[src/rtl/mux_arb_pkg.sv]
// Shared types and helpers for the round-robin mux arbiter.
// The optional hold limit is enabled by defining MUX_ARB_TIMEOUT_EN.
package mux_arb_pkg;

   localparam int NUM_REQ = 4;
   localparam int SEL_W   = 2;

   typedef enum logic [1:0] {
      IDLE   = 2'd0,
      GRANT  = 2'd1,
      SWITCH = 2'd2
   } arb_state_e;

   function automatic logic [NUM_REQ-1:0] onehot(input logic [SEL_W-1:0] idx);
      logic [NUM_REQ-1:0] vec;
      vec      = '0;
      vec[idx] = 1'b1;
      return vec;
   endfunction

   function automatic logic [SEL_W-1:0] to_index(input logic [NUM_REQ-1:0] vec);
      logic [SEL_W-1:0] idx;
      idx = '0;
      for (int i = 0; i < NUM_REQ; i++) begin
         if (vec[i]) idx = SEL_W'(i);
      end
      return idx;
   endfunction

endpackage

[src/rtl/mux_rr_arbiter_rr_pick.sv]
// Combinational round-robin search: first set request strictly after 'last',
// wrapping, so the previous owner is always considered last.
module rr_pick
   import mux_arb_pkg::*;
(
   input  logic [NUM_REQ-1:0] req,
   input  logic [SEL_W-1:0]   last,
   output logic               any,
   output logic [SEL_W-1:0]   idx
);

   logic             found;
   logic [SEL_W-1:0] cand;

   // Walk offsets 1..NUM_REQ; the 2-bit add wraps naturally, offset 4 lands on last itself.
   always_comb begin
      any   = |req;
      idx   = last;
      found = 1'b0;
      cand  = '0;
      for (int i = 1; i <= NUM_REQ; i++) begin
         cand = last + SEL_W'(i);
         if (!found && req[cand]) begin
            idx   = cand;
            found = 1'b1;
         end
      end
   end

endmodule

[src/rtl/mux_rr_arbiter.sv]
// Round-robin arbiter for a shared 4:1 mux path with a dead gap between owners.
// Define MUX_ARB_TIMEOUT_EN to revoke an owner after MAX_HOLD grant cycles.
module mux_rr_arbiter
   import mux_arb_pkg::*;
#(
   parameter int MAX_HOLD   = 8,
   parameter int SWITCH_GAP = 1
)(
   input  logic               clk,
   input  logic               rst,
   input  logic [NUM_REQ-1:0] req,
   output logic [NUM_REQ-1:0] grant,
   output logic [SEL_W-1:0]   sel,
   output logic               busy,
   output logic               timeout
);

   localparam int GAP_W = $clog2(SWITCH_GAP + 1);

   if (MAX_HOLD < 2 || SWITCH_GAP < 1) begin : g_bad_cfg
      $error("mux_rr_arbiter: MAX_HOLD must be >= 2 and SWITCH_GAP >= 1");
   end

   arb_state_e         state, state_next;
   logic [NUM_REQ-1:0] grant_next;
   logic [SEL_W-1:0]   sel_next, last, last_next;
   logic               busy_next;
   logic [GAP_W-1:0]   gap_cnt, gap_next;
   logic               pick_any;
   logic [SEL_W-1:0]   pick_idx;

   rr_pick u_pick (
      .req  (req),
      .last (last),
      .any  (pick_any),
      .idx  (pick_idx)
   );

`ifdef MUX_ARB_TIMEOUT_EN
   localparam int HOLD_W = $clog2(MAX_HOLD + 1);

   logic [HOLD_W-1:0] hold_cnt, hold_next;
   logic              timeout_q, timeout_next;

   assign timeout = timeout_q;
`else
   assign timeout = 1'b0;
`endif

   // State and all outputs are registered; reset also aborts a live transaction.
   always_ff @(posedge clk) begin
      if (rst) begin
         state   <= IDLE;
         grant   <= '0;
         sel     <= '0;
         busy    <= 1'b0;
         last    <= SEL_W'(NUM_REQ - 1);
         gap_cnt <= '0;
`ifdef MUX_ARB_TIMEOUT_EN
         hold_cnt  <= '0;
         timeout_q <= 1'b0;
`endif
      end else begin
         state   <= state_next;
         grant   <= grant_next;
         sel     <= sel_next;
         busy    <= busy_next;
         last    <= last_next;
         gap_cnt <= gap_next;
`ifdef MUX_ARB_TIMEOUT_EN
         hold_cnt  <= hold_next;
         timeout_q <= timeout_next;
`endif
      end
   end

   // Grant is only ever issued from IDLE or the final gap cycle, so the mux
   // select never changes while a grant bit is high.
   always_comb begin
      state_next = state;
      grant_next = grant;
      sel_next   = sel;
      busy_next  = busy;
      last_next  = last;
      gap_next   = gap_cnt;
`ifdef MUX_ARB_TIMEOUT_EN
      hold_next    = hold_cnt;
      timeout_next = 1'b0;
`endif

      case (state)
         IDLE: begin
            grant_next = '0;
            busy_next  = 1'b0;
            if (pick_any) begin
               state_next = GRANT;
               grant_next = onehot(pick_idx);
               sel_next   = pick_idx;
               last_next  = pick_idx;
               busy_next  = 1'b1;
`ifdef MUX_ARB_TIMEOUT_EN
               hold_next  = '0;
`endif
            end
         end

         GRANT: begin
            busy_next = 1'b1;
`ifdef MUX_ARB_TIMEOUT_EN
            if (hold_cnt != HOLD_W'(MAX_HOLD)) hold_next = hold_cnt + 1'b1;
`endif
            if (!req[last]) begin
               state_next = SWITCH;
               grant_next = '0;
               gap_next   = '0;
`ifdef MUX_ARB_TIMEOUT_EN
            end else if (hold_cnt == HOLD_W'(MAX_HOLD - 1)) begin
               state_next   = SWITCH;
               grant_next   = '0;
               gap_next     = '0;
               timeout_next = 1'b1;
`endif
            end
         end

         SWITCH: begin
            grant_next = '0;
            busy_next  = 1'b1;
            if (gap_cnt == GAP_W'(SWITCH_GAP - 1)) begin
               if (pick_any) begin
                  state_next = GRANT;
                  grant_next = onehot(pick_idx);
                  sel_next   = pick_idx;
                  last_next  = pick_idx;
`ifdef MUX_ARB_TIMEOUT_EN
                  hold_next  = '0;
`endif
               end else begin
                  state_next = IDLE;
                  busy_next  = 1'b0;
               end
            end else begin
               gap_next = gap_cnt + 1'b1;
            end
         end

         default: begin
            state_next = IDLE;
            grant_next = '0;
            busy_next  = 1'b0;
         end
      endcase
   end

endmodule

[config.mk]
export PLATFORM = sky130hd
export DESIGN_NAME = mux_rr_arbiter
export DESIGN_NICKNAME = d
export VERILOG_FILES = /design/src/rtl/mux_arb_pkg.sv /design/src/rtl/mux_rr_arbiter_rr_pick.sv /design/src/rtl/mux_rr_arbiter.sv
export SDC_FILE = /design/constraint.sdc
export NUM_CORES = 1
export LEC_CHECK = 0
export ABC_AREA = 1
export ABC_CLOCK_PERIOD_IN_PS = 2600
export BUFFER_PORTS_ARGS = -buffer_cell sky130_fd_sc_hd__buf_2
export CAP_MARGIN = 30
export CORE_MARGIN = 3
export CORE_UTILIZATION = 40
export CTS_CLUSTER_SIZE = 24
export DETAILED_ROUTE_END_ITERATION = 8
export PLACE_DENSITY = 0.63
export SETUP_SLACK_MARGIN = 0.4
export SYNTH_ARGS = -nofsm -noshare
export SYNTH_HDL_FRONTEND = slang
export SYNTH_SLANG_ARGS = --single-unit
export TNS_END_PERCENT = 5
[constraint.sdc]
create_clock -name clk -period 2.6 [get_ports clk]
set_input_delay 0.13 -clock clk [delete_from_list [all_inputs] [get_ports clk]]
set_output_delay 0.13 -clock clk [all_outputs]
set_load 0.005 [all_outputs]
* After elaboration in Yosys (flattened, before gate mapping)
Index checks and enable logic that the tools add are counted.
** Storage, ports and cells
- Bits in latches :: 0
- Logic and storage cells :: 73
- ROM bits :: 0
- Memories kept :: 0
- Output and inout port bits :: 8
- Register bits after elaboration :: 12
- RAM bits :: 0
- Input port bits :: 6
** Operators by class
- Bitwise logic cells :: 0
- Eq/ne operators :: 5
- Multipliers :: 0
- $lt $le $gt $ge :: 6
- Shifts and indexed selects :: 0
- Divide/modulo/power cells :: 0
- Reductions and logical operators :: 14
- Mux-type cells :: 38
- $add $sub $neg :: 4
** Operators with widths (number)
- $mux W2 :: 11
- $lt A2 B3 Y1 const B :: 5
- $mux W1 :: 13
- $mux W4 :: 3
- $pmux W4 S3 :: 1
- $bmux W1 S2 :: 4
- $pmux W2 S2 :: 2
- $ne A2 B2 Y1 const B :: 3
- $pmux W2 S3 :: 1
- $add A2 B2 Y2 const B :: 2
- $logic_and A1 B1 Y1 :: 4
- $reduce_and A2 Y1 :: 2
- $reduce_bool A2 Y1 :: 2
- $reduce_or A4 Y1 :: 1
- $logic_not A1 Y1 :: 3
- $pmux W1 S3 :: 1
- $reduce_and A3 Y1 :: 1
- $add A2 B1 Y2 const B :: 1
- $demux W1 S2 :: 1
- $eq A2 B1 Y1 const B :: 1
- $eq A2 B2 Y1 const B :: 1
- $ge A2 B1 Y1 const B :: 1
- $logic_not A2 Y1 :: 1
- $pmux W1 S2 :: 1
- $add A1 B1 Y1 const B :: 1

* Longest topological paths before layout
Gate-level depths: netlist (run 1).
- Depth after elaboration :: 20
- Mapped depth :: 15
- Depth with buffers taken out :: 14

* Hierarchy
A second synthesis (run 1) with hierarchy kept.
** Unflattened totals
- Cell total of the unflattened synthesis :: 115
- Area total of the unflattened synthesis :: 778.2 um^2
** By module, submodules not included
- mux_rr_arbiter :: area an instance 524.3 um^2, sequential area each 220.2 um^2, cells an instance 71, instances 1
- rr_pick :: area an instance 254.0 um^2, sequential area each 0.0 um^2, cells an instance 44, instances 1

* Least setup slack after synthesis (run 1)
No wires, ideal clock.
- Kind :: register to register
- Start point :: register last[0]
- End point :: register last[1]
- Stages on the path, launching flop included :: 14
- Required time :: 2471 ps
- Path buffers :: 1
- Arrival :: 1285 ps
- Period minus slack after synthesis :: 1414 ps
- Library setup time :: 129 ps
- Slack :: 1186 ps
- Cell sequence :: dfxtp_1 -> buf_6 -> inv_4 -> nand2_1 -> nand2_4 -> nand2_4 -> nand2_4 -> clkinv_2 -> nand3_4 -> clkinv_1 -> nand2_1 -> nand2_2 -> nand2_2 -> o211ai_1
** Between the ends
- Word-level cells in the longest chain between the ends :: 16
- Elaborated cells between the ends (all ways) :: 27
- Classes of those cells :: add/sub (3); mux (18); reduce/logical (6)
** RTL lines
- start: declaration :: RTL line mux_rr_arbiter.sv:26 : logic [SEL_W-1:0] sel_next, last, last_next;
- start signal: assignment :: RTL line mux_rr_arbiter.sv:57 : last <= SEL_W'(NUM_REQ - 1);
- start signal: assignment :: RTL line mux_rr_arbiter.sv:68 : last <= last_next;
- $add A2 B1 Y2 :: RTL line mux_rr_arbiter_rr_pick.sv:22 : cand = last + SEL_W'(i);
- $bmux W1 S2 :: RTL line mux_rr_arbiter_rr_pick.sv:23 : if (!found && req[cand]) begin
- $mux W1 (not written as such) :: RTL line mux_rr_arbiter_rr_pick.sv:23
- $mux W1 :: RTL line mux_rr_arbiter_rr_pick.sv:23
- $logic_not A1 Y1 :: RTL line mux_rr_arbiter_rr_pick.sv:23
- $logic_and A1 B1 Y1 :: RTL line mux_rr_arbiter_rr_pick.sv:23
- $mux W1 :: RTL line mux_rr_arbiter_rr_pick.sv:23
- $logic_not A1 Y1 :: RTL line mux_rr_arbiter_rr_pick.sv:23
- $logic_and A1 B1 Y1 :: RTL line mux_rr_arbiter_rr_pick.sv:23
- $mux W1 :: RTL line mux_rr_arbiter_rr_pick.sv:23
- $logic_not A1 Y1 :: RTL line mux_rr_arbiter_rr_pick.sv:23
- $logic_and A1 B1 Y1 :: RTL line mux_rr_arbiter_rr_pick.sv:23
- $mux W2 * :: RTL line mux_rr_arbiter_rr_pick.sv:23
- $mux W2 * :: RTL line mux_rr_arbiter.sv:95, mux_rr_arbiter.sv:130
- $mux W2 :: RTL line mux_rr_arbiter.sv:129 : if (gap_cnt == GAP_W'(SWITCH_GAP - 1)) begin
- $pmux W2 S2 * :: RTL line mux_rr_arbiter.sv:91 : case (state)
Every way passes the cells marked *; elsewhere a longest branch is shown, timed or not. The select of a mux whose other input is x is not followed.
A chain may end at the register's enable or synchronous reset.

* Worst setup path in the final report (run 1)
Ends and elaborated chain as after synthesis.

==> impl_metrics.ini, run 1 <==
[status]
status = completed

[power_and_ir_drop]
total_power_uw = 1250
peakVddDrop_mv = 0.658
leakage_uw = 0.000463
power.density_nw_per_um2 = 1420

[yosys]
synth_xor_area_frac = 0
ys_types = 24
yosys.area_share.adder = 0
synth_fp_nets = 124
postSynthCellCount = 118
postSynthAreaPerCell_um2 = 6.62
synth.yosys.seq_area_share = 0.282
synth_top_area_cell = dfxtp_1
synthTopCellsByCount = nand2_1 (45), dfxtp_1 (11), nand3_1 (11), inv_1 (8), nand2_2 (7)
synth_edf_count = 0
synth_top_cell_area_share = 0.282
synth_ff_type = dfxtp_1
synth-simple-area-share = 0.519
synth_top_family_by_area = simple AND/OR/NAND/NOR gates
muxShareOfSynthArea = 0
async_reset_ff_frac = 0
synth_compound_area_frac = 0.0978
yosys_warnings = 0
yosys-top-cells-area = dfxtp_1 (28%), nand2_1 (22%), nand2_4 (8.7%)
syn-cell-area_um2 = 781
ys_seq_elements = 11
yosysMostFrequentCell = nand2_1

[clocking]
clk_path_buf_depth = 2
cts_resized = 0
cts_buffers = 3
holdBufCountCts = 0
tritoncts = built
cts.sinks = 11
cts_root_buffer = clkbuf_4
clkLatencyLatePin_ns = 0.26
clkTransAtPathRegs_ns = 0.07
htreeDepth = 1
post_cts_buffers = 0

[critical_path]
cp.arrival_ns = 1.81
cpPeakStageDelay_ns = 0.55
crit_required_ns = 2.74
cpMostUsedCell = nand2_4
path_cells = inv_4 -> nand2_1 -> nand2_4 -> nand2_4 -> nand2_4 -> nor2_1 -> nand2_1 -> nand3_1 -> nand2_2 -> nand2_2 -> o211ai_1
path_class = flip-flop to flip-flop
crit_path_end_kind = flip-flop
cp_max_fo = 10
cp_num_buf_inv = 1
critPathSlowestCell = dfxtp_1
start_kind = flip-flop
crit_family = simple AND/OR/NAND/NOR gates

[floorplanning]
die_w_um = 50.2
initial_core_util = 0.438
die-area_um2 = 2520
fp.dieH_um = 50.2
num_io_pins = 14
num_rows = 15
fp.coreArea_um2 = 1780

[route]
wl_per_cell_um = 10.1
drt_wl_total_um = 1580
routed_via_density = 4.76
drc = 0
first_pass_iters = 4
drtAntennaViolNets = 0
num_vias = 743
drtIter0Drc = 22

[final_layout]
fin_nets = 138
fillers = 195
drive_above_1_share = 0.313
fin_cells = 156
finish.utilization = 0.491
antenna_cells = 0
syn_to_final_growth_pct = 12.2

[sta]
finalHoldViolCount = 0
min_period_ns = 1.67
rsz0062_at_grt = false
finalCritPeriodShare = 0.644
skew_ns = 0.00102
final.setup.tns_ns = 0
max_freq_ghz = 0.598
hold-worst-slack_ns = 0.165
finalSetupViolations = 0
finalMaxSlewViolations = 0

[global_routing]
grt_pass1_vias = 672
grt_use_total = 0.149
gr-total-overflow = 0
grt_max_degree = 11
grt_pass1_wl_um = 2880
antenna_found_initial = 0

[place]
place.gp.congestion = 0.823
port_buffers = 12
placed_cells = 152
dp_hpwl_um = 1240

[min_path]
min-delay-path-class = input port to flip-flop

[run]
cap_viol_max_count = 0
## routing by layer
layer | part of all wire | track usage
met2 | 0.46 | 0.224
met4 | 0.0063 | 0.0507
met1 | 0.49 | 0.201
met3 | 0.048 | 0.0445
met5 | 0 | 0
## layout make-up
cell class / instances / area (um^2) / area share
multi-input combinational: 91 / 485 / 0.554
sequential: 11 / 220 / 0.251
timing repair buffer: 12 / 60.1 / 0.0686
inverter: 13 / 52.6 / 0.0600
tap: 25 / 31.3 / 0.0357
clock buffer: 4 / 26.3 / 0.0300
## state kept, by name, summed over array words and instances, names as in the netlist
name and cells:
last 2, busy 1, grant 4, state 2, sel 2
## where the power goes
part           switching (uW)  leakage (uW)  internal [uW]  total (uW)
Sequential               54.8     0.0000910            222         277
Combinational             552      0.000357            304         856
Clock                    54.3     0.0000150           59.3         114
## cell usage in the layout (no fill, tap or decap), drive strengths merged
master / n
o21bai: 1
o21ai: 1
nand3: 12
conb: 1
dfxtp: 11
clkinv: 2
a21oi: 6
nor2: 9
buf: 12
inv: 11
clkbuf: 4
nor4: 1
nand2: 58
o211ai: 2
## per-stage QoR
| step | setup WS, ns | cell area [um^2] |
|---|---|---|
| after floorplan | 1.19 | 781 |
| after global placement | 0.980 | 850 |
| after detailed placement | 0.941 | 850 |
| after CTS | 0.926 | 876 |
| after global routing | 0.729 | 876 |
| final | 0.927 | 876 |
## logic make-up (layout without fill, tap and decap cells)
kind of cell | count (synthesis) | after routing
AND/OR/NAND/NOR | 80 | 80
buffers and inverters | 16 | 29
flip-flops | 11 | 11
AO/OA/AOI/OAI | 10 | 10
other | 1 | 1
## worst paths after layout
kind,startpoint,to,slack [ns],cells past startpoint
worst min register to register,state[1],state[1],0.42,1
worst max-delay path,last[0],last[1],0.93,11
worst min-delay path,rst,grant[1],0.16,2
worst max register to register,last[0],last[1],0.93,11
Power figures use the tool's default switching activity.
==> inputs of run 2 (changes only) <==
Settings changed: ABC_CLOCK_PERIOD_IN_PS 2600 to 1500, PLACE_DENSITY 0.63 to 0.66.
Clock period 2.6 ns to 1.5 ns, I/O delays scaled along.
==> impl_metrics.ini, run 2 (synthesis gave the netlist of run 1 again) <==
[route]
drtIter0Drc = 17
drc = 0
drtAntennaViolNets = 0
first_pass_iters = 4
drt_wl_total_um = 1680
routed_via_density = 4.67
num_vias = 756
wl_per_cell_um = 10.4

[place]
port_buffers = 12
place.gp.congestion = 0.916
dp_hpwl_um = 1300
dp_slack_ns = 0.00524

[sta]
finalCritPeriodShare = 0.974
finalWorstSetupSlack_ns = 0.0397
rsz0062_at_grt = true
finalSetupViolations = 0
max_freq_ghz = 0.685
finalMaxSlewViolations = 0
skew_ns = 0.00106
finalHoldViolCount = 0
min_period_ns = 1.46

[global_routing]
antenna_found_initial = 0
grt_use_total = 0.149
grt_pass1_wl_um = 2800
grt_max_degree = 10
grt_pass1_vias = 692
gr-total-overflow = 0

[floorplanning]
fp.dieH_um = 50.2
die_w_um = 50.2
num_io_pins = 14
die-area_um2 = 2520
fp.coreArea_um2 = 1780
num_rows = 15
initial_core_util = 0.438

[final_layout]
syn_to_final_growth_pct = 26.1
regMostFlops = grant
antenna_cells = 0
largest_reg_flops = 4
drive_above_1_share = 0.431
layout_common_cells = nand2_1 (37), nand2_2 (14), buf_2 (12)
fin_nets = 144
final_common_cell = nand2_1

[min_path]
min-delay-path-class = input port to flip-flop
hp-start = rst

[clocking]
clkTransAtPathRegs_ns = 0.06
clk_path_buf_depth = 2
clkLatencyLatePin_ns = 0.27
cts_buffers = 3
cts.sinks = 11
cts_root_buffer = clkbuf_4
tritoncts = built
htreeDepth = 1

[critical_path]
path_class = flip-flop to flip-flop
crit_path_end_kind = flip-flop
start_kind = flip-flop
reg2reg_slack_ns = 0.04
critPathCapture = sel[0]
cpPeakStageDelay_ns = 0.33
cp-startpoint = last[0]
crit_required_ns = 1.72
cpMostUsedCell = nand2_2
regToRegEndpoint = sel[0]
reg2reg_from = last[0]
path_cells = buf_12 -> inv_8 -> nand2_2 -> nand2_4 -> nand2_1 -> nand2_2 -> nand3_4 -> nand2_2 -> nand2_2 -> nor2_4 -> inv_2 -> nand2_1 -> nand2_1 -> inv_1
cp_max_fo = 8
rr_worst_depth = 14
cp.arrival_ns = 1.68
critPathSlowestCell = dfxtp_2

[power_and_ir_drop]
power.density_nw_per_um2 = 2570
leakage_uw = 0.000507
total_power_uw = 2540
peakVddDrop_mv = 1.20

[run]
cap_viol_max_count = 0

[status]
status = completed
-- run 2: changes by cell type in the layout (fill, tap and decap cells not counted), moves of 2 or more --
cell and delta:
nand2_2 +7, nand2_1 -8, dfxtp_1 -2, buf_4 +5
-- run 2: report_power, final --
part	switching, uW	total (uW)	internal, uW
sequential	71.5	468	397
combinational	1130	1870	742
clock	92.9	196	103
-- run 2: final cells by class --
type	instances	area, um^2
multi-input cells	91	522
fillers	175	798
well taps	25	31.3
repair buffers	18	118
inverters	13	62.6
clock buffers	4	26.3
flip-flops and latches	11	225
-- run 2: what timing repair did --
action,4_1_cts,5_1_grt
setup buffers,3,1
endpoints found under the setup margin,9,9
cloned,0,0
gates resized for setup,5,4
pin swaps,3,3
hold buffers,0,0
-- run 2: per-stage QoR --
step           cell area, um^2  cells  hold WS (ns)   util  setup TNS, ns
2_1_floorplan              805    118         0.359      -              0
3_3_place_gp               901    154         0.382  0.505              0
3_5_place_dp               901    154         0.382  0.505              0
4_1_cts                    967    161        0.0931  0.542              0
5_1_grt                    985    162        0.0959  0.552         -0.464
6_report                   985    162         0.105  0.552              0
-- run 2: worst min-delay path by stage --
stage | endpoint | slack [ns] | depth (start not counted)
6_report | grant[2] | 0.10 | 2
5_1_grt | grant[2] | 0.1 | 2
4_1_cts | grant[2] | 0.09 | 2
3_5_place_dp | grant[1] | 0.38 | 2
3_3_place_gp | grant[0] | 0.38 | 2
2_1_floorplan | busy | 0.36 | 0
-- run 2: metal layers --
| layer | global-route usage | vias to the layer above | share of wire |
|---|---|---|---|
| li1 | - | 408 | - |
| met1 | 0.183 | 329 | 0.46 |
| met2 | 0.230 | 12 | 0.48 |
| met3 | 0.0534 | 7 | 0.038 |
| met4 | 0.0691 | 0 | 0.029 |
| met5 | 0 | - | 0 |
-- run 2: worst max-delay path, delay by kind of cell, from the launching register on --
family | cells | cell delay, ns
buffers and inverters | 4 | 0.29
DFF | 1 | 0.33
and+or+nand+nor | 10 | 0.78
